===== src/rtl/uart_pkg.sv =====
`default_nettype none
// ============================================================================
// Module      : uart_pkg
// Description : Shared types and constants for the UART receiver. The
//               UART_RX_PARITY_EN macro adds the PARITY state encoding.
// Revision    : 1.0 - initial release
// ============================================================================
package uart_pkg;

  // Sub-bit ticks per bit time
  localparam int OVERSAMPLE = 16;

  // Parity sense when parity is compiled in: 0 = even, 1 = odd
  localparam logic PARITY_ODD = 1'b0;

  // Receiver FSM states; encodings are fixed so that both builds agree
  typedef enum logic [2:0] {
    IDLE      = 3'd0,
    START     = 3'd1,
    DATA      = 3'd2,
`ifdef UART_RX_PARITY_EN
    PARITY    = 3'd3,
`endif
    STOP      = 3'd4,
    WAIT_HIGH = 3'd5
  } uart_rx_state_t;

endpackage : uart_pkg
`default_nettype wire


===== src/rtl/uart_fifo.sv =====
`default_nettype none
// ============================================================================
// Module      : uart_fifo
// Description : Small synchronous FIFO with ready-valid on both sides.
//               A write into a full FIFO is accepted when a pop happens in
//               the same cycle, since the popped slot is the one written.
// Revision    : 1.0 - initial release
// ============================================================================
module uart_fifo #(
  parameter int WIDTH = 8,
  parameter int DEPTH = 4
) (
  input  logic             clk,
  input  logic             rst_n,
  input  logic             in_valid_i,
  input  logic [WIDTH-1:0] in_data_i,
  output logic             in_ready_o,
  output logic             out_valid_o,
  output logic [WIDTH-1:0] out_data_o,
  input  logic             out_ready_i,
  output logic             full_o,
  output logic             empty_o
);

  localparam int AW = $clog2(DEPTH);

  logic [AW:0]      wr_ptr_q, rd_ptr_q;
  logic [WIDTH-1:0] mem_q [DEPTH];
  logic             push, pop;

  // Pointers carry one extra bit so that full and empty differ only in the MSB
  assign empty_o     = (wr_ptr_q == rd_ptr_q);
  assign full_o      = (wr_ptr_q[AW] != rd_ptr_q[AW]) &&
                       (wr_ptr_q[AW-1:0] == rd_ptr_q[AW-1:0]);
  assign out_valid_o = !empty_o;
  assign in_ready_o  = !full_o || out_ready_i;
  assign out_data_o  = mem_q[rd_ptr_q[AW-1:0]];
  assign push        = in_valid_i && in_ready_o;
  assign pop         = out_valid_o && out_ready_i;

  // Read/write pointer update
  always_ff @(posedge clk or negedge rst_n) begin
    if (!rst_n) begin
      wr_ptr_q <= '0;
      rd_ptr_q <= '0;
    end else begin
      if (push) wr_ptr_q <= wr_ptr_q + (AW+1)'(1);
      if (pop)  rd_ptr_q <= rd_ptr_q + (AW+1)'(1);
    end
  end

  // Storage; cleared on reset so the head reads 0 while empty after reset
  always_ff @(posedge clk or negedge rst_n) begin
    if (!rst_n) begin
      for (int i = 0; i < DEPTH; i++) mem_q[i] <= '0;
    end else if (push) begin
      mem_q[wr_ptr_q[AW-1:0]] <= in_data_i;
    end
  end

endmodule : uart_fifo
`default_nettype wire


===== src/rtl/uart_rx.sv =====
`default_nettype none
// ============================================================================
// Module      : uart_rx
// Description : UART receiver, 16x oversampling with mid-bit sampling,
//               framing/parity error pulses and a receive FIFO behind a
//               ready-valid output. Define UART_RX_PARITY_EN to add a parity
//               bit between the data bits and the stop bit.
// Revision    : 1.0 - initial release
// ============================================================================
module uart_rx
  import uart_pkg::*;
#(
  parameter int CLK_FREQ   = 50_000_000,
  parameter int BAUD_RATE  = 115200,
  parameter int DATA_BITS  = 8,
  parameter int FIFO_DEPTH = 4
) (
  input  logic                 clk,
  input  logic                 rst_n,
  input  logic                 rx,
  output logic [DATA_BITS-1:0] out_data,
  output logic                 out_valid,
  input  logic                 out_ready,
  output logic                 frame_err,
  output logic                 parity_err,
  output logic                 overrun
);

  localparam int         DIV     = CLK_FREQ / (BAUD_RATE * OVERSAMPLE);
  localparam int         CNT_W   = (DIV > 1) ? $clog2(DIV) : 1;
  localparam logic [3:0] OS_HALF = 4'(OVERSAMPLE / 2 - 1);
  localparam logic [3:0] OS_LAST = 4'(OVERSAMPLE - 1);
  localparam logic [3:0] BIT_END = 4'(DATA_BITS - 1);

  generate
    if (DIV < 1) begin : g_div_check
      $error("uart_rx: CLK_FREQ too low for 16x oversampling at BAUD_RATE");
    end
    if (DATA_BITS < 5 || DATA_BITS > 9) begin : g_bits_check
      $error("uart_rx: DATA_BITS must be 5..9");
    end
    if (FIFO_DEPTH < 2 || (FIFO_DEPTH & (FIFO_DEPTH - 1)) != 0) begin : g_depth_check
      $error("uart_rx: FIFO_DEPTH must be a power of 2, at least 2");
    end
  endgenerate

  logic                 rx_meta_q, rx_s_q;
  logic [CNT_W-1:0]     cnt_q;
  logic                 tick;
  uart_rx_state_t       state_q, state_d;
  logic [3:0]           os_q, os_d;
  logic [3:0]           bit_q, bit_d;
  logic [DATA_BITS-1:0] shift_q, shift_d;
  logic                 par_bad_q, par_bad_d;
  logic                 frame_err_q, frame_err_d;
  logic                 parity_err_q, parity_err_d;
  logic                 overrun_q, overrun_d;
  logic                 push;
  logic                 fifo_in_ready, fifo_full, fifo_empty;
  logic                 unused_fifo_flags;

  // Two-flop synchronizer on the asynchronous line; idles high
  always_ff @(posedge clk or negedge rst_n) begin
    if (!rst_n) begin
      rx_meta_q <= 1'b1;
      rx_s_q    <= 1'b1;
    end else begin
      rx_meta_q <= rx;
      rx_s_q    <= rx_meta_q;
    end
  end

  // Free-running oversample tick divider
  assign tick = (cnt_q == CNT_W'(DIV - 1));

  always_ff @(posedge clk or negedge rst_n) begin
    if (!rst_n)    cnt_q <= '0;
    else if (tick) cnt_q <= '0;
    else           cnt_q <= cnt_q + CNT_W'(1);
  end

  // FSM and datapath registers
  always_ff @(posedge clk or negedge rst_n) begin
    if (!rst_n) begin
      state_q      <= IDLE;
      os_q         <= '0;
      bit_q        <= '0;
      shift_q      <= '0;
      par_bad_q    <= 1'b0;
      frame_err_q  <= 1'b0;
      parity_err_q <= 1'b0;
      overrun_q    <= 1'b0;
    end else begin
      state_q      <= state_d;
      os_q         <= os_d;
      bit_q        <= bit_d;
      shift_q      <= shift_d;
      par_bad_q    <= par_bad_d;
      frame_err_q  <= frame_err_d;
      parity_err_q <= parity_err_d;
      overrun_q    <= overrun_d;
    end
  end

  // Next-state logic; the FIFO push is issued in the stop-sample cycle itself
  always_comb begin
    state_d      = state_q;
    os_d         = os_q;
    bit_d        = bit_q;
    shift_d      = shift_q;
    par_bad_d    = par_bad_q;
    frame_err_d  = 1'b0;
    parity_err_d = 1'b0;
    overrun_d    = 1'b0;
    push         = 1'b0;
    case (state_q)
      IDLE: begin
        if (tick && !rx_s_q) begin
          os_d      = '0;
          bit_d     = '0;
          par_bad_d = 1'b0;
          state_d   = START;
        end
      end
      START: begin
        if (tick) begin
          if (os_q == OS_HALF) begin
            if (rx_s_q) begin
              state_d = IDLE;
            end else begin
              os_d    = '0;
              state_d = DATA;
            end
          end else begin
            os_d = os_q + 4'd1;
          end
        end
      end
      DATA: begin
        if (tick) begin
          os_d = os_q + 4'd1;
          if (os_q == OS_LAST) begin
            shift_d = {rx_s_q, shift_q[DATA_BITS-1:1]};
            bit_d   = bit_q + 4'd1;
            if (bit_q == BIT_END) begin
`ifdef UART_RX_PARITY_EN
              state_d = PARITY;
`else
              state_d = STOP;
`endif
            end
          end
        end
      end
`ifdef UART_RX_PARITY_EN
      PARITY: begin
        if (tick) begin
          os_d = os_q + 4'd1;
          if (os_q == OS_LAST) begin
            if (((^shift_q) ^ rx_s_q) != PARITY_ODD) begin
              par_bad_d    = 1'b1;
              parity_err_d = 1'b1;
            end
            state_d = STOP;
          end
        end
      end
`endif
      STOP: begin
        if (tick) begin
          os_d = os_q + 4'd1;
          if (os_q == OS_LAST) begin
            if (rx_s_q) begin
              if (!par_bad_q) begin
                if (fifo_in_ready) push = 1'b1;
                else               overrun_d = 1'b1;
              end
              state_d = IDLE;
            end else begin
              frame_err_d = 1'b1;
              state_d     = WAIT_HIGH;
            end
          end
        end
      end
      WAIT_HIGH: begin
        if (rx_s_q) state_d = IDLE;
      end
      default: state_d = IDLE;
    endcase
  end

  uart_fifo #(
    .WIDTH (DATA_BITS),
    .DEPTH (FIFO_DEPTH)
  ) u_fifo (
    .clk         (clk),
    .rst_n       (rst_n),
    .in_valid_i  (push),
    .in_data_i   (shift_q),
    .in_ready_o  (fifo_in_ready),
    .out_valid_o (out_valid),
    .out_data_o  (out_data),
    .out_ready_i (out_ready),
    .full_o      (fifo_full),
    .empty_o     (fifo_empty)
  );

  assign unused_fifo_flags = &{1'b0, fifo_full, fifo_empty};

  assign frame_err = frame_err_q;
  assign overrun   = overrun_q;
`ifdef UART_RX_PARITY_EN
  assign parity_err = parity_err_q;
`else
  assign parity_err = 1'b0;
`endif

endmodule : uart_rx
`default_nettype wire


===== config.mk =====
export PLATFORM = sky130hd
export DESIGN_NAME = uart_rx
export DESIGN_NICKNAME = d
export VERILOG_FILES = /design/src/rtl/uart_pkg.sv /design/src/rtl/uart_fifo.sv /design/src/rtl/uart_rx.sv
export SDC_FILE = /design/constraint.sdc
export NUM_CORES = 1
export LEC_CHECK = 0
export BUFFER_PORTS_ARGS = -buffer_cell sky130_fd_sc_hd__buf_4
export CAP_MARGIN = 10
export CORE_MARGIN = 2
export CORE_UTILIZATION = 55
export DETAILED_ROUTE_END_ITERATION = 7
export HOLD_SLACK_MARGIN = 0.15
export PLACE_DENSITY = 0.73
export SETUP_SLACK_MARGIN = 0.02
export SLEW_MARGIN = 20
export SYNTH_ARGS = -nofsm -noshare
export SYNTH_HDL_FRONTEND = slang
export SYNTH_SLANG_ARGS = --single-unit
export TNS_END_PERCENT = 20

===== constraint.sdc =====
create_clock -name clk -period 2.35 [get_ports clk]
set_input_delay 0.47 -clock clk [delete_from_list [all_inputs] [get_ports clk]]
set_output_delay 0.47 -clock clk [all_outputs]
set_load 0.1 [all_outputs]

==> out/metrics.yaml <==
status: "complete, no violations"
die_h_um: 79.5
rows: 27
r2r_slack_ps: 200
drtIter0Drc: 104
fin_area_um2: 3490
min_period_over_period_pct: 92.7
hold_viol: 0
tns_ps: 0
vias: 1892
n_fill_cell: 422
ant_nets: 0
cts_tree: "built"
power.density_nw_per_um2: 608
end_kind: "primary output"
r2r-start: "cnt_q[0]"
grt_usage_pct: 19.8
slew_headroom_pct: 46.4
nNetsFinal: 276
drt_wl_total_um: 5360
placed_area_um2: 3330
period_minus_slack_ps: 2180
dp_slack_ps: 79.7
clock_path_buffers: 2
drc: 0
synthTopCellsByCount: "dfrtp_1, mux2_2, nand2_1, nor2_1, ha_1"
place.gp.congestion: 0.893
syn_nets: 252
yosys_register_bits: 66
cts_num_sinks: 66
wirelength_met1_um: 2880
hold_slack_ps: 221
p_switching_mw: 0.525
io_pins: 16
routed-wl-met3_um: 134
start_util_pct: 56.9
fin_ws_ps: 172
synth.cell_area_um2: 3130
antenna_found_initial: 0
p_comb_share_pct: 8.9
swShare_pct: 24.8
clk_latency_ps: 340
wl_per_cell_um: 15.8
async_flop_share_pct: 100
synth_seq_area_share_pct: 52.8
syn2layout_area_growth_pct: 11.4
hp-class: "in -> async"
pwr-share-seq_pct: 54.4
worstPathMaxFanout: 11
diodes: 0
peakVddDrop_mv: 0.329
clkPwrFrac_pct: 36.7
crit_type: "reg -> out"
drt-pass1-iter-count: 4
gr-total-overflow: 0
htree_levels: 3
grt_max_degree: 67
synth.most_common_cell: "dfrtp_1"
drive_above_1_share_pct: 36.0
clock-root-buffer: "clkbuf_8"
reg2reg_to: "u_fifo.mem_q[3]"
p_int_mw: 1.60
avgSynthCellArea_um2: 13.1
maxUsedRoutingLayer: "met4"
routed-wl-met2_um: 2210
die_area_um2: 6310
synth_top_area_share_pct: 51.1
synth_cell_types: 45
clk_pin_slew_ps: 70
fmax_ghz: 0.459
io_buffers: 14
via_per_inst: 5.58
synth_warnings: 0
dp_hpwl_um: 3540
finalSetupViolCount: 0
worst_clock_skew_ps: 8.88
synth_top_area_cell: "dfrtp_1"
numCtsBuffers: 9
reg2regPathDepth: 8
syn_inst: 239
cp.required_ps: 1880
core_um2: 5510
worst_pin_slew_ps: 805
drv_slew: 0
grt_pass1_wl_um: 9310
rsz0062_at_grt: "no"
critPathLaunchType: "register"
die_x_um: 79.5
synth_edf_count: 0
leakage_nw: 1.70
synth_area_leaders: "dfrtp_1, mux2_2, mux4_2"
synthFlopType: "dfrtp_1"
maxCapViolCount: 0
grt_pass1_vias: 1844
cp.arrival_ps: 1710
[worst max-delay path by stage]
stage / from / end / slack (ps) / depth (start not counted)
after global routing: cnt_q[0] / u_fifo.mem_q[6] / 70 / 8
after global placement: cnt_q[0] / u_fifo.mem_q[16] / 160 / 7
after detailed placement: cnt_q[0] / u_fifo.mem_q[22] / 80 / 7
final: u_fifo.rd_ptr_q[0] / out_data[7] / 170 / 3
after CTS: cnt_q[0] / u_fifo.mem_q[22] / 60 / 7
after floorplan: u_fifo.rd_ptr_q[1] / u_fifo.rd_ptr_q[1] / 160 / 5
[routing by layer]
layer	track usage [%]	vias up
met5	0	-
met4	10.5	0
met3	4.19	11
met2	25.9	19
met1	30.7	945
li1	-	917
[cell usage in the layout (no fill, tap or decap), types with 8 or more instances in the layout]
cell type and n:
mux4_2 8, clkbuf_8 9, nor2_1 13, nand2_1 13, ha_1 9, dfrtp_1 64, mux2_2 41, xnor2_1 8
buf_4 24
[flip-flops by register name (all words and copies together) (netlist names)]
| signal | count |
|---|---|
| bit_q | 4 |
| u_fifo.mem_q | 32 |
| u_fifo.wr_ptr_q | 3 |
| rx_s_q | 1 |
| cnt_q | 5 |
| u_fifo.rd_ptr_q | 3 |
| rx_meta_q | 1 |
| frame_err | 1 |
| shift_q | 8 |
| state_q | 3 |
| overrun | 1 |
| os_q | 4 |
[power by group through the flow]
stage / sequential (mW) / combinational, mW / clock (mW)
2_1_floorplan: 1.18 / 0.135 / 0
3_3_place_gp: 1.17 / 0.189 / 0
3_5_place_dp: 1.17 / 0.191 / 0
4_1_cts: 1.15 / 0.191 / 0.801
5_1_grt: 1.15 / 0.217 / 0.840
6_report: 1.15 / 0.189 / 0.778
[kinds of logic (layout without fill, tap and decap cells)]
kind of cell | after synthesis | count (layout) | share of synthesized area [%]
and+or+nand+nor | 56 | 56 | 9.43
other | 1 | 1 | 0.120
AOI/OAI and AO/OA | 29 | 29 | 6.75
buffers and inverters | 16 | 44 | 2.96
xor gates and xnor gates | 10 | 10 | 2.80
muxes | 52 | 52 | 21.5
adders and majority gates | 9 | 9 | 3.60
DFF | 66 | 66 | 52.8
[worst max-delay path: stages (launching register included)]
cell,delay [ps]
dfrtp_1,330
buf_4,240
mux4_2,550
buf_4,250
[per-stage QoR]
step	power [mW]	instances	utilization (%)
4_1_cts	2.14	339	63.3
2_1_floorplan	1.31	239	-
6_report	2.12	339	63.4
5_1_grt	2.21	339	63.4
3_3_place_gp	1.36	324	60.5
3_5_place_dp	1.37	324	60.5
[timing repair]
action / CTS / global route
gates resized for setup: 0 / 3
endpoints found under the setup margin: 0 / 25
buffers inserted: 0 / 0
hold buffers: 0 / 0
[area by class of cell]
cell class	count	area, um2	area share (%)
sequential	66	1650	47.4
multi-input combinational	157	1390	39.9
timing repair buffer	24	180	5.16
clock buffer	12	135	3.87
tap	72	90.1	2.58
inverter	5	18.8	0.538
clock inverter	3	17.5	0.502
(Power assumes the default switching activity.)
